**config.mk**
```make
export PLATFORM = sky130hd
export DESIGN_NAME = mem_stage_lsu
export DESIGN_NICKNAME = d
export VERILOG_FILES = /design/src/rtl/pipeline_pkg.sv /design/src/rtl/mem_wb_reg.sv /design/src/rtl/mem_stage_lsu.sv
export SDC_FILE = /design/constraint.sdc
export NUM_CORES = 1
export LEC_CHECK = 0
export BUFFER_PORTS_ARGS = -buffer_cell sky130_fd_sc_hd__clkbuf_2
export CAP_MARGIN = 10
export CORE_AREA = 2 2 121 123
export DETAILED_ROUTE_END_ITERATION = 10
export DIE_AREA = 0 0 123 125
export PLACE_DENSITY = 0.79
export SYNTH_ARGS = -nofsm -noshare
export SYNTH_HDL_FRONTEND = slang
export SYNTH_SLANG_ARGS = --single-unit
```
**constraint.sdc**
```tcl
create_clock -name clk -period 3.9 [get_ports clk]
set_input_delay 0.195 -clock clk [delete_from_list [all_inputs] [get_ports clk]]
set_output_delay 0.195 -clock clk [all_outputs]
set_load 0.02 [all_outputs]
```
**src/rtl/pipeline_pkg.sv**
```systemverilog
// Shared RV32 pipeline definitions: default datapath width, writeback-select encodings
// and the MEM-stage load/store unit state type.
package pipeline_pkg;

    localparam int XLEN_DEFAULT = 32;

    localparam logic [1:0] WB_ALU = 2'b00;
    localparam logic [1:0] WB_MEM = 2'b01;
    localparam logic [1:0] WB_PC4 = 2'b10;

    typedef enum logic [1:0] {
        IDLE = 2'b00,
        REQ  = 2'b01,
        WAIT = 2'b10
    } lsu_state_t;

endpackage

```
**src/rtl/mem_wb_reg.sv**
```systemverilog
// MEM/WB pipeline register. A bubble loads an all-zero entry (no register write);
// otherwise the MEM-stage results advance to writeback every cycle.
module mem_wb_reg
    import pipeline_pkg::*;
#(
    parameter int XLEN = XLEN_DEFAULT
) (
    input  logic            clk,
    input  logic            rst_n,
    input  logic            bubble,
    input  logic [XLEN-1:0] pc_plus_4,
    input  logic [XLEN-1:0] alu_result,
    input  logic [XLEN-1:0] mem_data,
    input  logic [4:0]      rd_addr,
    input  logic            reg_write_en,
    input  logic [1:0]      mem_to_reg,
    output logic [XLEN-1:0] wb_pc_plus_4,
    output logic [XLEN-1:0] wb_alu_result,
    output logic [XLEN-1:0] wb_mem_data,
    output logic [4:0]      wb_rd_addr,
    output logic            wb_reg_write_en,
    output logic [1:0]      wb_mem_to_reg
);

    logic [XLEN-1:0] pc_plus_4_r;
    logic [XLEN-1:0] alu_result_r;
    logic [XLEN-1:0] mem_data_r;
    logic [4:0]      rd_addr_r;
    logic            reg_write_en_r;
    logic [1:0]      mem_to_reg_r;

    // MEM/WB capture or bubble insertion
    always_ff @(posedge clk or negedge rst_n) begin
        if (!rst_n) begin
            pc_plus_4_r    <= {XLEN{1'b0}};
            alu_result_r   <= {XLEN{1'b0}};
            mem_data_r     <= {XLEN{1'b0}};
            rd_addr_r      <= 5'd0;
            reg_write_en_r <= 1'b0;
            mem_to_reg_r   <= 2'b00;
        end else if (bubble) begin
            pc_plus_4_r    <= {XLEN{1'b0}};
            alu_result_r   <= {XLEN{1'b0}};
            mem_data_r     <= {XLEN{1'b0}};
            rd_addr_r      <= 5'd0;
            reg_write_en_r <= 1'b0;
            mem_to_reg_r   <= 2'b00;
        end else begin
            pc_plus_4_r    <= pc_plus_4;
            alu_result_r   <= alu_result;
            mem_data_r     <= mem_data;
            rd_addr_r      <= rd_addr;
            reg_write_en_r <= reg_write_en;
            mem_to_reg_r   <= mem_to_reg;
        end
    end

    assign wb_pc_plus_4    = pc_plus_4_r;
    assign wb_alu_result   = alu_result_r;
    assign wb_mem_data     = mem_data_r;
    assign wb_rd_addr      = rd_addr_r;
    assign wb_reg_write_en = reg_write_en_r;
    assign wb_mem_to_reg   = mem_to_reg_r;

endmodule

```
**src/rtl/mem_stage_lsu.sv**
```systemverilog
// MEM-stage load/store unit: req/gnt/rvalid data-memory handshake, upstream stall, timeout abort
// and MEM/WB register. Build macro LSU_MISALIGN_CHECK_EN rejects accesses with address bits [1:0] != 0.
module mem_stage_lsu
    import pipeline_pkg::*;
#(
    parameter int XLEN           = XLEN_DEFAULT,
    parameter int TIMEOUT_CYCLES = 64
) (
    input  logic            clk,
    input  logic            rst_n,
    input  logic [XLEN-1:0] mem_pc_plus_4_i,
    input  logic [XLEN-1:0] mem_alu_result_i,
    input  logic [XLEN-1:0] mem_read_data2_i,
    input  logic [4:0]      mem_rd_addr_i,
    input  logic            mem_reg_write_en_i,
    input  logic [1:0]      mem_mem_to_reg_i,
    input  logic            mem_mem_read_en_i,
    input  logic            mem_mem_write_en_i,
    output logic            dmem_req_o,
    output logic            dmem_we_o,
    output logic [XLEN-1:0] dmem_addr_o,
    output logic [XLEN-1:0] dmem_wdata_o,
    input  logic            dmem_gnt_i,
    input  logic            dmem_rvalid_i,
    input  logic [XLEN-1:0] dmem_rdata_i,
    output logic            stall_o,
    output logic            bus_err_o,
    output logic [XLEN-1:0] wb_pc_plus_4_o,
    output logic [XLEN-1:0] wb_alu_result_o,
    output logic [XLEN-1:0] wb_mem_data_o,
    output logic [4:0]      wb_rd_addr_o,
    output logic            wb_reg_write_en_o,
    output logic [1:0]      wb_mem_to_reg_o
);

    localparam int               CNT_W    = (TIMEOUT_CYCLES > 1) ? $clog2(TIMEOUT_CYCLES) : 1;
    localparam logic [CNT_W-1:0] CNT_LAST = CNT_W'(TIMEOUT_CYCLES - 1);
    localparam logic [CNT_W-1:0] CNT_ONE  = CNT_W'(1);
    localparam logic [CNT_W-1:0] CNT_ZERO = CNT_W'(0);

    lsu_state_t      state_r;
    lsu_state_t      state_nxt_s;
    logic [CNT_W-1:0] cnt_r;
    logic [CNT_W-1:0] cnt_nxt_s;
    logic [XLEN-1:0] addr_r;
    logic [XLEN-1:0] wdata_r;
    logic            we_r;

    logic            access_s;
    logic            misalign_s;
    logic            timeout_s;
    logic            latch_s;
    logic            stall_s;
    logic            bus_err_s;
    logic            bubble_s;
    logic [XLEN-1:0] wb_data_s;
    logic            wb_we_s;

    assign access_s = mem_mem_read_en_i | mem_mem_write_en_i;

`ifdef LSU_MISALIGN_CHECK_EN
    assign misalign_s = (mem_alu_result_i[1:0] != 2'b00);
`else
    assign misalign_s = 1'b0;
`endif

    // The last REQ/WAIT cycle aborts; the request is withdrawn in that cycle so no late grant lands
    assign timeout_s = (state_r != IDLE) && (cnt_r == CNT_LAST);

    // Next-state, counter and stall/bubble/error decode
    always_comb begin
        state_nxt_s = state_r;
        cnt_nxt_s   = cnt_r;
        latch_s     = 1'b0;
        stall_s     = 1'b0;
        bus_err_s   = 1'b0;
        bubble_s    = 1'b0;
        case (state_r)
            IDLE: begin
                cnt_nxt_s = CNT_ZERO;
                if (access_s && misalign_s) begin
                    bus_err_s = 1'b1;
                    bubble_s  = 1'b1;
                end else if (access_s) begin
                    latch_s     = 1'b1;
                    stall_s     = 1'b1;
                    bubble_s    = 1'b1;
                    state_nxt_s = REQ;
                end else begin
                    state_nxt_s = IDLE;
                end
            end
            REQ: begin
                if (timeout_s) begin
                    bus_err_s   = 1'b1;
                    bubble_s    = 1'b1;
                    state_nxt_s = IDLE;
                    cnt_nxt_s   = CNT_ZERO;
                end else if (dmem_gnt_i && we_r) begin
                    state_nxt_s = IDLE;
                    cnt_nxt_s   = CNT_ZERO;
                end else if (dmem_gnt_i) begin
                    stall_s     = 1'b1;
                    bubble_s    = 1'b1;
                    state_nxt_s = WAIT;
                    cnt_nxt_s   = cnt_r + CNT_ONE;
                end else begin
                    stall_s   = 1'b1;
                    bubble_s  = 1'b1;
                    cnt_nxt_s = cnt_r + CNT_ONE;
                end
            end
            WAIT: begin
                // Data returning on the final cycle still completes the load
                if (dmem_rvalid_i) begin
                    state_nxt_s = IDLE;
                    cnt_nxt_s   = CNT_ZERO;
                end else if (timeout_s) begin
                    bus_err_s   = 1'b1;
                    bubble_s    = 1'b1;
                    state_nxt_s = IDLE;
                    cnt_nxt_s   = CNT_ZERO;
                end else begin
                    stall_s   = 1'b1;
                    bubble_s  = 1'b1;
                    cnt_nxt_s = cnt_r + CNT_ONE;
                end
            end
            default: begin
                state_nxt_s = IDLE;
                cnt_nxt_s   = CNT_ZERO;
                bubble_s    = 1'b1;
            end
        endcase
    end

    // Load data only reaches MEM/WB from a WAIT completion; everything else carries zero
    always_comb begin
        wb_data_s = {XLEN{1'b0}};
        if (state_r == WAIT) begin
            wb_data_s = dmem_rdata_i;
        end else begin
            wb_data_s = {XLEN{1'b0}};
        end
    end

    assign wb_we_s = mem_reg_write_en_i & ~mem_mem_write_en_i;

    // FSM state and timeout counter
    always_ff @(posedge clk or negedge rst_n) begin
        if (!rst_n) begin
            state_r <= IDLE;
            cnt_r   <= CNT_ZERO;
        end else begin
            state_r <= state_nxt_s;
            cnt_r   <= cnt_nxt_s;
        end
    end

    // Data-memory address/data/direction, held stable for the whole access
    always_ff @(posedge clk or negedge rst_n) begin
        if (!rst_n) begin
            addr_r  <= {XLEN{1'b0}};
            wdata_r <= {XLEN{1'b0}};
            we_r    <= 1'b0;
        end else if (latch_s) begin
            addr_r  <= mem_alu_result_i;
            wdata_r <= mem_read_data2_i;
            we_r    <= mem_mem_write_en_i;
        end else begin
            addr_r  <= addr_r;
            wdata_r <= wdata_r;
            we_r    <= we_r;
        end
    end

    assign dmem_req_o   = (state_r == REQ) && !timeout_s;
    assign dmem_we_o    = we_r;
    assign dmem_addr_o  = addr_r;
    assign dmem_wdata_o = wdata_r;
    assign stall_o      = stall_s;
    assign bus_err_o    = bus_err_s;

    mem_wb_reg #(
        .XLEN (XLEN)
    ) u_mem_wb_reg (
        .clk             (clk),
        .rst_n           (rst_n),
        .bubble          (bubble_s),
        .pc_plus_4       (mem_pc_plus_4_i),
        .alu_result      (mem_alu_result_i),
        .mem_data        (wb_data_s),
        .rd_addr         (mem_rd_addr_i),
        .reg_write_en    (wb_we_s),
        .mem_to_reg      (mem_mem_to_reg_i),
        .wb_pc_plus_4    (wb_pc_plus_4_o),
        .wb_alu_result   (wb_alu_result_o),
        .wb_mem_data     (wb_mem_data_o),
        .wb_rd_addr      (wb_rd_addr_o),
        .wb_reg_write_en (wb_reg_write_en_o),
        .wb_mem_to_reg   (wb_mem_to_reg_o)
    );

endmodule

```
Word-level counts from Yosys, hierarchy flattened
Cells that the tools add are included.
{"block": "op_classes", "n_bitwise": 3, "n_addsub": 1, "eq_ne": 5, "muxes": 32, "reduce_logical": 7}
{"op": "2-to-1 mux 32 bit", "count": 4}
{"op": "2-to-1 mux 6 bit", "count": 4}
{"op": "2-to-1 mux 1 bit", "count": 12}
{"op": "2-to-1 mux 2 bit", "count": 6}
{"op": "one-hot mux 6 bit (2 select lines)", "count": 1}
{"op": "adder 6 x 1 -> 6 bit, second input constant", "count": 1}
{"op": "equality test 6 bit, second input constant", "count": 1}
{"op": "one-hot mux 1 bit (3 select lines)", "count": 2}
{"op": "one-hot mux 2 bit (3 select lines)", "count": 1}
{"op": "2-to-1 mux 5 bit", "count": 1}
{"op": "!= test 4 bit, second input constant", "count": 1}
{"op": "logical AND 1 bit", "count": 3}
{"op": "!= test 3 bit, second input constant", "count": 1}
{"op": "equality test 2 x 1 -> 1 bit, second input constant", "count": 1}
{"op": "equality test 2 bit, second input constant", "count": 1}
{"op": "zero test 2 bit", "count": 1}
{"op": "one-hot mux 1 bit (2 select lines)", "count": 1}
{"op": "AND reduction 2 bit", "count": 1}
{"op": "nonzero test 2 bit", "count": 1}
{"op": "bitwise AND 1 bit", "count": 1}
{"op": "zero test 1 bit", "count": 1}
{"op": "NOT 1 bit", "count": 1}
{"op": "OR 1 bit", "count": 1}
{"block": "totals", "reg_bits": 177, "elab_cells": 59, "output_inout_bits": 172}

Longest topological paths before layout
Gate-level depths: netlist (run 1).
{"block": "logic_depth", "word_depth": 5, "mapped_depth": 8}

By module
Synthesis (run 1) repeated with hierarchy kept, for this count alone.
{"block": "hier_totals", "cells_unflattened": 583, "area_unflattened_um2": 6511.2}
{"mod": "mem_wb_reg", "area_each_um2": 3325.7, "cells_each": 219, "seq_area_each_um2": 2602.5, "instances": 1}
{"mod": "mem_stage_lsu", "area_each_um2": 3185.6, "cells_each": 364, "seq_area_each_um2": 1826.8, "instances": 1}

Worst setup path after synthesis (run 1)
Ideal clock, no wire load.
{"block": "synth_path", "kind": "register -> register", "startpoint": "register state_r[0]", "endpoint": "register u_mem_wb_reg.alu_result_r[0] (netlist: u_mem_wb_reg.wb_alu_result[0])", "t_required_ps": 3836, "slack_ps": 1999, "path_stages_with_launch": 9, "t_arrival_ps": 1837, "setup_ps": 64, "path_cell_list": "dfrtp_1 -> inv_1 -> ha_1 -> nor2b_4 -> a21o_4 -> a2111oi_4 -> buf_6 -> buf_8 -> and2_2"}
{"block": "synth_between", "elab_chain_cells": 5, "elab_cells_between_ends": 8}
{"item": "start, declared", "line_no": "mem_stage_lsu.sv:41", "source": "lsu_state_t state_r;"}
{"item": "start signal, assigned", "line_no": "mem_stage_lsu.sv:155", "source": "state_r <= state_nxt_s;"}
{"item": "nonzero test 2 bit", "line_no": "mem_stage_lsu.sv:68", "source": "assign timeout_s = (state_r != IDLE) && (cnt_r == CNT_LAST);"}
{"item": "logical AND 1 bit", "line_no": "mem_stage_lsu.sv:68"}
{"item": "2-to-1 mux 1 bit", "line_no": "mem_stage_lsu.sv:94", "source": "if (timeout_s) begin"}
{"item": "one-hot mux 1 bit (3 select lines) (*)", "line_no": "mem_stage_lsu.sv:78", "source": "case (state_r)"}
{"item": "2-to-1 mux 32 bit (*)", "line_no": "mem_wb_reg.sv:41", "source": "end else if (bubble) begin"}
{"item": "end signal, assigned", "line_no": "mem_wb_reg.sv:36", "source": "alu_result_r <= {XLEN{1'b0}};"}
{"item": "end signal, assigned", "line_no": "mem_wb_reg.sv:43", "source": "alu_result_r <= {XLEN{1'b0}};"}
{"item": "end signal, assigned", "line_no": "mem_wb_reg.sv:50", "source": "alu_result_r <= alu_result;"}
{"item": "end, declared", "line_no": "mem_wb_reg.sv:26", "source": "logic [XLEN-1:0] alu_result_r;"}
Mark *: on every way between the ends. The rest lies on a longest branch, timed or not.
A chain may end at the register's enable or synchronous reset.

Final worst setup path (run 1)
{"block": "layout_path", "startpoint": "register state_r[0]", "endpoint": "output port stall_o"}
{"block": "layout_between", "elab_chain_cells": 5, "elab_cells_between_ends": 9}
{"item": "nonzero test 2 bit", "line_no": "mem_stage_lsu.sv:68"}
{"item": "logical AND 1 bit", "line_no": "mem_stage_lsu.sv:68"}
{"item": "2-to-1 mux 1 bit", "line_no": "mem_stage_lsu.sv:118", "source": "end else if (timeout_s) begin"}
{"item": "2-to-1 mux 1 bit", "line_no": "mem_stage_lsu.sv:115", "source": "if (dmem_rvalid_i) begin"}
{"item": "one-hot mux 1 bit (3 select lines) (*)", "line_no": "mem_stage_lsu.sv:78"}
{"item": "end, declared", "line_no": "mem_stage_lsu.sv:26", "source": "output logic stall_o,"}
Marks and branches as above.

==> results.md, run 1 <==
* GRT Overall Usage at 0.244
* Largest net degree at the start of global routing at 98
* Final HPWL DP at 11.4 mm
* Vias at 5415
* WP data arrival at 2.50 ns
* Cell count after synthesis at 548
* Status: finished, final reports clean
* FF-to-FF End: u_mem_wb_reg.wb_mem_data[1]
* Layout cells sized above 1 at 0.394
* Root Buffer: clkbuf_16
* Clock latency on the worst-skew pair at 0.42 ns
* Least-Margin Pin Slew at 0.957 ns
* Max-Cap Viols at 0
* Final hold slack at 0.0193 ns
* Max IR drop VDD at 0.584 mV
* Final Cell Area at 0.00967 sq mm
* Yosys warns at 0
* Antenna violations before repair at 1
* CP Data Required Time at 3.70 ns
* Layout net count at 1112
* Die ar. at 0.0154 sq mm
* Initial DRC count at 322
* Syn Std Cell Area at 0.00635 sq mm
* Area Overhead vs Synth at 52.3%
* Crit-path cells: inv_1 -> ha_1 -> nor2b_4 -> a21o_4 -> a21oi_1 -> nor2_1 -> clkbuf_2
* Final ANT Viol Nets at 0
* LEAKAGE at 5.49 nW
* Top_reg_cell synth: dfrtp_1
* Pre-antenna DRT Iters at 4
* Die height at 125 um
* Maximum clock path buffer count at 2
* Power Density at 779 mW/mm^2
* Reg-to-reg slack, setup at 1.24 ns
* Overall Power at 7.53 mW
* Initial Util at 0.447
* Setup crit start kind: flip-flop
* CTS tree: yes
* GP Congestion at 0.796
* Final Hold Viols at 0
* CP Class: flip-flop to output port
* Placed Instance Area at 0.00803 sq mm
* Net Count, Synth at 695
* Fin Setup TNS at 0 ns
* Setup bufs post-CTS at 0
* Syn_area_per_cell at 11.6 sq um
* Clk slew on worst S/H paths at 0.07 ns
* Reg2reg start: state_r[0]
* Slew headroom at 0.360
* CP delay by family, top: adder cells
* Period Utilization, post-route at 0.692
* Hold crit path type: input port to flip-flop
* RSZ-0062 raised after global routing: no
* Yosys cell types at 30
* Die width at 123 um
* GRT overflow at 0
* Minimum clock period at 2.70 ns
* R2R depth at 7
* Post-synth EDFFs at 0
* Vias/cell at 4.65
* Post-synthesis sequential area ratio at 0.698
* First-pass GRT wire length at 28.7 mm
* Placement Setup Slack at 1.28 ns
* # IOs at 314
* Top area cells in the synthesized netlist: dfrtp_1 70%, nand2_1 12%, and2_1 4.4%
* Hold path startpoint: mem_alu_result_i[31]
* Post-detailed-route wirelength per cell at 15.8 um
* Worst path bufs/invs at 2
* CP max-delay cell: ha_1
* #FFs+latches synth at 177
* Total Wirelength at 18.4 mm
* Post-synth ARST share at 1.00
* Endpoints failing setup at 0
* Vias in the first global route at 5685
* Slowest cell delay on critical path at 0.73 ns
* Critical path peak fanout at 33
* Hold path depth at 3
* CTS Sinks at 177
* CP endpoint kind: output port
* Fmax at 371 MHz
* I/O Buffers at 313
* CTS buffer count at 17
* H-tree levels at 4
* Share of the synthesized area in the top cell type at 0.698
* Slew Viols, Final at 0
* # DRC at 0
* Clock Skew at 0.00822 ns
* Cell accounting for the most synthesized area: dfrtp_1
* Site Rows at 44
* Worst setup margin at 1.20 ns
* Min-Delay Endpoint: dmem_addr_o[31]
* Core Area at 0.0142 sq mm
[worst min-delay path: cells and delay by family]
kind	cells	cell delay (ns)
and+or+nand+nor	2	0.12
buffers and inverters	1	0.09
[per-stage QoR]
step | std cells | util
floorplan | 548 | -
global placement | 1022 | 0.565
detailed placement | 1022 | 0.565
CTS | 1158 | 0.677
global route | 1163 | 0.680
finish | 1164 | 0.681
[logic make-up (layout without fill, tap and decap cells)]
family / count (synthesis) / count (layout) / share of synthesized area
simple gates: 321 / 321 / 0.242
flops: 177 / 177 / 0.698
buf+inv: 31 / 461 / 0.0302
compound gates: 9 / 9 / 0.0132
fa+ha+maj: 5 / 5 / 0.00986
xor+xnor: 4 / 4 / 0.00552
mux: 1 / 1 / 0.00158
other cells: 0 / 2 / 0
[synthesized netlist by cell type, types with 2 or more instances]
cell type	count
clkbuf_1	19
o21ai_0	3
and2_2	27
nand3_1	3
xnor2_1	2
and3_2	3
buf_1	2
xor2_1	2
nand2_1	198
ha_1	5
nor2_1	9
and3_1	30
and2_1	45
buf_8	6
inv_1	3
dfrtp_1	177
[metal layers]
layer	global-route usage	share of wire	wire length, um
met5	0	0	0
met2	0.421	0.52	9500
met1	0.281	0.38	7010
met4	0.111	0.029	534
met3	0.0648	0.072	1330
[worst max path at each step]
stage / startpoint / end / slack [ns] / cells past startpoint
finish: state_r[0] / stall_o / 1.20 / 7
global route: state_r[0] / stall_o / 1.02 / 7
CTS: state_r[0] / stall_o / 1.20 / 7
detailed placement: state_r[0] / u_mem_wb_reg.wb_mem_data[1] / 1.28 / 7
global placement: state_r[0] / u_mem_wb_reg.wb_mem_data[1] / 1.34 / 7
floorplan: state_r[0] / u_mem_wb_reg.wb_alu_result[0] / 2.00 / 8
[cell usage in the layout, fill, tap and decap left out, types with 2 or more instances in the layout]
cell type / count
o21ai_0: 2
clkbuf_2: 312
xor2_1: 2
inv_6: 3
ha_1: 5
xnor2_1: 2
dlygate4sd3_1: 108
and3_1: 30
and2_1: 45
dfrtp_1: 177
clkbuf_16: 17
buf_4: 4
clkinv_4: 2
and3_2: 3
clkinv_2: 4
nor2_1: 9
clkinvlp_4: 2
nand2_1: 198
clkbuf_8: 3
diode_2: 2
nand3_1: 3
and2_2: 27
inv_1: 3
[report_power, final]
part	leakage [nW]	total [mW]	switching [mW]	internal (mW)
Combinational	2.92	3.13	2.10	1.03
Sequential	2.29	2.82	0.315	2.51
Clock	0.270	1.58	0.707	0.870
[what timing repair did]
item	in CTS	in global routing
gates resized for setup	0	0
setup endpoints to repair	0	0
hold buffers	104	4
hold endpoints to repair	202	4
[area by class of cell]
class                   instances  area, sq um
repair buffers                426         2700
multi-input cells             340         1740
clock buffers                  21          470
flip-flops and latches        177         4430
inverters                       3         11.3
clock inverters                11         78.8
fillers                      1009         4540
diodes                          2         5.00
well taps                     184          230
(Power assumes the default switching activity.)
==> run 2: changes to the inputs <==
--- a/config.mk
+++ b/config.mk
@@ -7,10 +7,10 @@
 export LEC_CHECK = 0
 export BUFFER_PORTS_ARGS = -buffer_cell sky130_fd_sc_hd__clkbuf_2
 export CAP_MARGIN = 10
-export CORE_AREA = 2 2 121 123
+export CORE_MARGIN = 2
+export CORE_UTILIZATION = 46
 export DETAILED_ROUTE_END_ITERATION = 10
-export DIE_AREA = 0 0 123 125
-export PLACE_DENSITY = 0.79
+export PLACE_DENSITY = 0.8
 export SYNTH_ARGS = -nofsm -noshare
 export SYNTH_HDL_FRONTEND = slang
 export SYNTH_SLANG_ARGS = --single-unit
==> constraint.sdc (replaced) <==
create_clock -name clk -period 2.6 [get_ports clk]
set_input_delay 0.13 -clock clk [delete_from_list [all_inputs] [get_ports clk]]
set_output_delay 0.13 -clock clk [all_outputs]
set_load 0.02 [all_outputs]
==> run 2 against run 1 <==
Compared with the run above:
- utilization is 7.5 points higher
- cell count is 2.1% higher
- register-to-register slack worse by 0.75 ns
- critical path depth stayed put
- sequential power is 51% higher
- setup slack worse by 1.0 ns
- clock power is 74% higher
- flip-flop and latch count stayed put
- die area is 4.1% lower
- global-route usage is 3.1 points higher
- highest routed layer unchanged
==> results.md, run 2 (synthesis gave the netlist of run 1 again) <==
* GP Congestion at 0.795 (-0.18%)
* # fillers at 825 (-18%)
* Pre-antenna DRT Iters at 4 (unchanged)
* Post-detailed-route wirelength per cell at 17.0 um (+7.7%)
* Total internal power at 7.12 mW (+62%)
* Slew Viols, Final at 0 (unchanged)
* Hold crit path type: input port to flip-flop
* Endpoints failing setup at 0 (unchanged)
* Vias at 5623 (+3.8%)
* Setup crit start kind: flip-flop
* LEAKAGE at 5.68 nW (+3.4%)
* Fmax at 416 MHz
* Least-Margin Pin Slew at 0.919 ns (-0.0380 ns)
* Hold path depth at 3 (unchanged)
* Minimum clock period at 2.40 ns
* Initial Util at 0.475 (+0.0286)
* Final HPWL DP at 11.6 mm (+2.2%)
* Area of the multi-input gates at 0.00174 sq mm (unchanged)
* Clock Skew at 0.0122 ns (+0.00399 ns)
* GRT overflow at 0 (unchanged)
* CP Data Required Time at 2.47 ns (-1.23 ns)
* GRT Overall Usage at 0.275 (+0.0311)
* Clock power frac at 0.232 (+0.023)
* Setup bufs post-CTS at 0 (unchanged)
* RSZ-0062 raised after global routing: no
* # DRC at 0 (unchanged)
* Storage cell area at 0.00443 sq mm (unchanged)
* CTS Sinks at 177 (unchanged)
* Area Overhead vs Synth at 58.9%
* Reg-to-reg slack, setup at 0.49 ns (-0.75 ns)
* FF-to-FF End: u_mem_wb_reg.wb_mem_data[5]
* Fin Setup TNS at 0 ns (unchanged)
* Die ar. at 0.0148 sq mm (-4.1%)
* Die height at 121 um (-2.8%)
* Max-Cap Viols at 0 (unchanged)
* Slew headroom at 0.385 (+0.0254)
* Core Area at 0.0133 sq mm (-6.0%)
* H-tree levels at 4 (unchanged)
* Clk slew on worst S/H paths at 0.06 ns (about the same)
* I/O Buffers at 313 (unchanged)
* Slowest cell delay on critical path at 0.42 ns (-0.31 ns)
* Largest net degree at the start of global routing at 81 (-17%)
* First-pass GRT wire length at 30.5 mm (+6.2%)
* Root Buffer: clkbuf_16
* Most common cell after layout, fill and taps aside: clkbuf_2
* Crit-path cells: inv_1 -> ha_1 -> o21a_2 -> buf_4 -> a21oi_1 -> nor2_1 -> clkbuf_2
* Clock latency on the worst-skew pair at 0.41 ns (about the same)
* Total Wirelength at 20.2 mm (+10%)
* Reg2reg start: state_r[1]
* Most frequent cells in the layout: 312 x clkbuf_2, 198 x nand2_1, 177 x dfrtp_1
* Status: finished, final reports clean
* Initial DRC count at 366 (+14%)
* Worst setup margin at 0.195 ns (-1.01 ns)
* Layout net count at 1146 (+3.1%)
* Share of power burned in registers at 0.358 (-0.017)
* Critical path peak fanout at 43 (+30%)
* Final ANT Viol Nets at 0 (unchanged)
* Maximum clock path buffer count at 2 (unchanged)
* Hold path startpoint: mem_mem_write_en_i
* Die width at 121 um (-1.3%)
* Vias/cell at 4.73 (+1.7%)
* Period Utilization, post-route at 0.925
* CP endpoint kind: output port
* Sw power at 4.74 mW (+52%)
* Gate power share at 0.410 (-0.006)
* Placement Setup Slack at 0.530 ns (-0.754 ns)
* Antenna violations before repair at 1 (unchanged)
* Layout Utilization at 0.755 (+0.0747)
* Final Hold Viols at 0 (unchanged)
* CP Class: flip-flop to output port
* CTS buffer count at 17 (unchanged)
* Min-Delay Endpoint: dmem_we_o
* CP max-delay cell: dfrtp_1
* Net Sw Frac at 0.400 (-0.0148)
* Max IR drop VDD at 0.761 mV (+30%)
* # IOs at 314 (unchanged)
* CTS tree: yes
* WP data arrival at 2.27 ns (-0.23 ns)
* Layout cells sized above 1 at 0.382 (-0.0115)
* Vias in the first global route at 5892 (+3.6%)
* Power Density at 1180 mW/mm^2 (+51%)
* R2R depth at 6 (-1)
* Site Rows at 42 (-4.5%)
## run 2: cell types whose count changed in the layout (fill, tap and decap cells not counted), moves of 2 or more
cell	before	now
inv_6	3	1
clkinvlp_4	2	0
buf_4	4	8
clkinv_2	4	2
clkbuf_8	3	1
clkinv_4	2	0
dlygate4sd3_1	108	137
bufinv_16	0	5
clkbuf_1	1	3
## run 2: routing by layer
layer	wire (um)	global-route usage
met2	10600	0.493
met4	896	0.144
met5	0	0
met1	7530	0.300
met3	1210	0.0667
## run 2: power groups by stage
stage | Clock, mW | Sequential (mW) | Combinational, mW
after CTS | 2.77 | 4.19 | 4.81
after global routing | 2.93 | 4.33 | 5.26
after global placement | 0 | 4.19 | 4.55
after floorplan | 0 | 5.46 | 1.79
final | 2.75 | 4.25 | 4.87
after detailed placement | 0 | 4.22 | 4.65
## run 2: what timing repair did
item,CTS,global route
endpoints found under the setup margin,0,0
endpoints found under the hold margin,245,0
gates resized for setup,0,0
hold buffers,137,0
## run 2: worst max-delay path: cells and delay by family, from the launching register on
| kind | cells | cell delay [ns] |
|---|---|---|
| buf+inv | 3 | 0.73 |
| fa+ha+maj | 1 | 0.29 |
| simple gates | 1 | 0.11 |
| flops | 1 | 0.42 |
| compound gates | 2 | 0.31 |
## run 2: area by class of cell
cell class                      count  area share
Inverter                            3     0.00112
Clock buffer                       21      0.0447
Antenna cell                        3    0.000745
Timing Repair Buffer              460       0.302
Tap cell                          176      0.0218
Multi-Input combinational cell    340       0.172
Sequential cell                   177       0.439
Clock inverter                      9      0.0179
## run 2: worst max path at each step
stage / end / slack, ns / cells past startpoint / from
after global placement: u_mem_wb_reg.wb_alu_result[6] / 0.57 / 7 / state_r[0]
after floorplan: u_mem_wb_reg.wb_alu_result[0] / 0.70 / 8 / state_r[0]
final: stall_o / 0.20 / 7 / state_r[1]
after global routing: stall_o / 0.02 / 7 / state_r[1]
after CTS: stall_o / 0.16 / 7 / state_r[1]
after detailed placement: u_mem_wb_reg.wb_alu_result[14] / 0.53 / 7 / state_r[0]
## run 2: stage by stage
step                std cells  instance area, sq um  total power [mW]  hold slack (ns)
floorplan                 548                  6350              7.25           -0.166
global placement         1019                  8070              8.74            0.214
detailed placement       1019                  8070              8.87            0.212
CTS                      1186                 10100              11.8         0.000749
global route             1187                 10100              12.5           0.0204
finish                   1189                 10100              11.9           0.0168
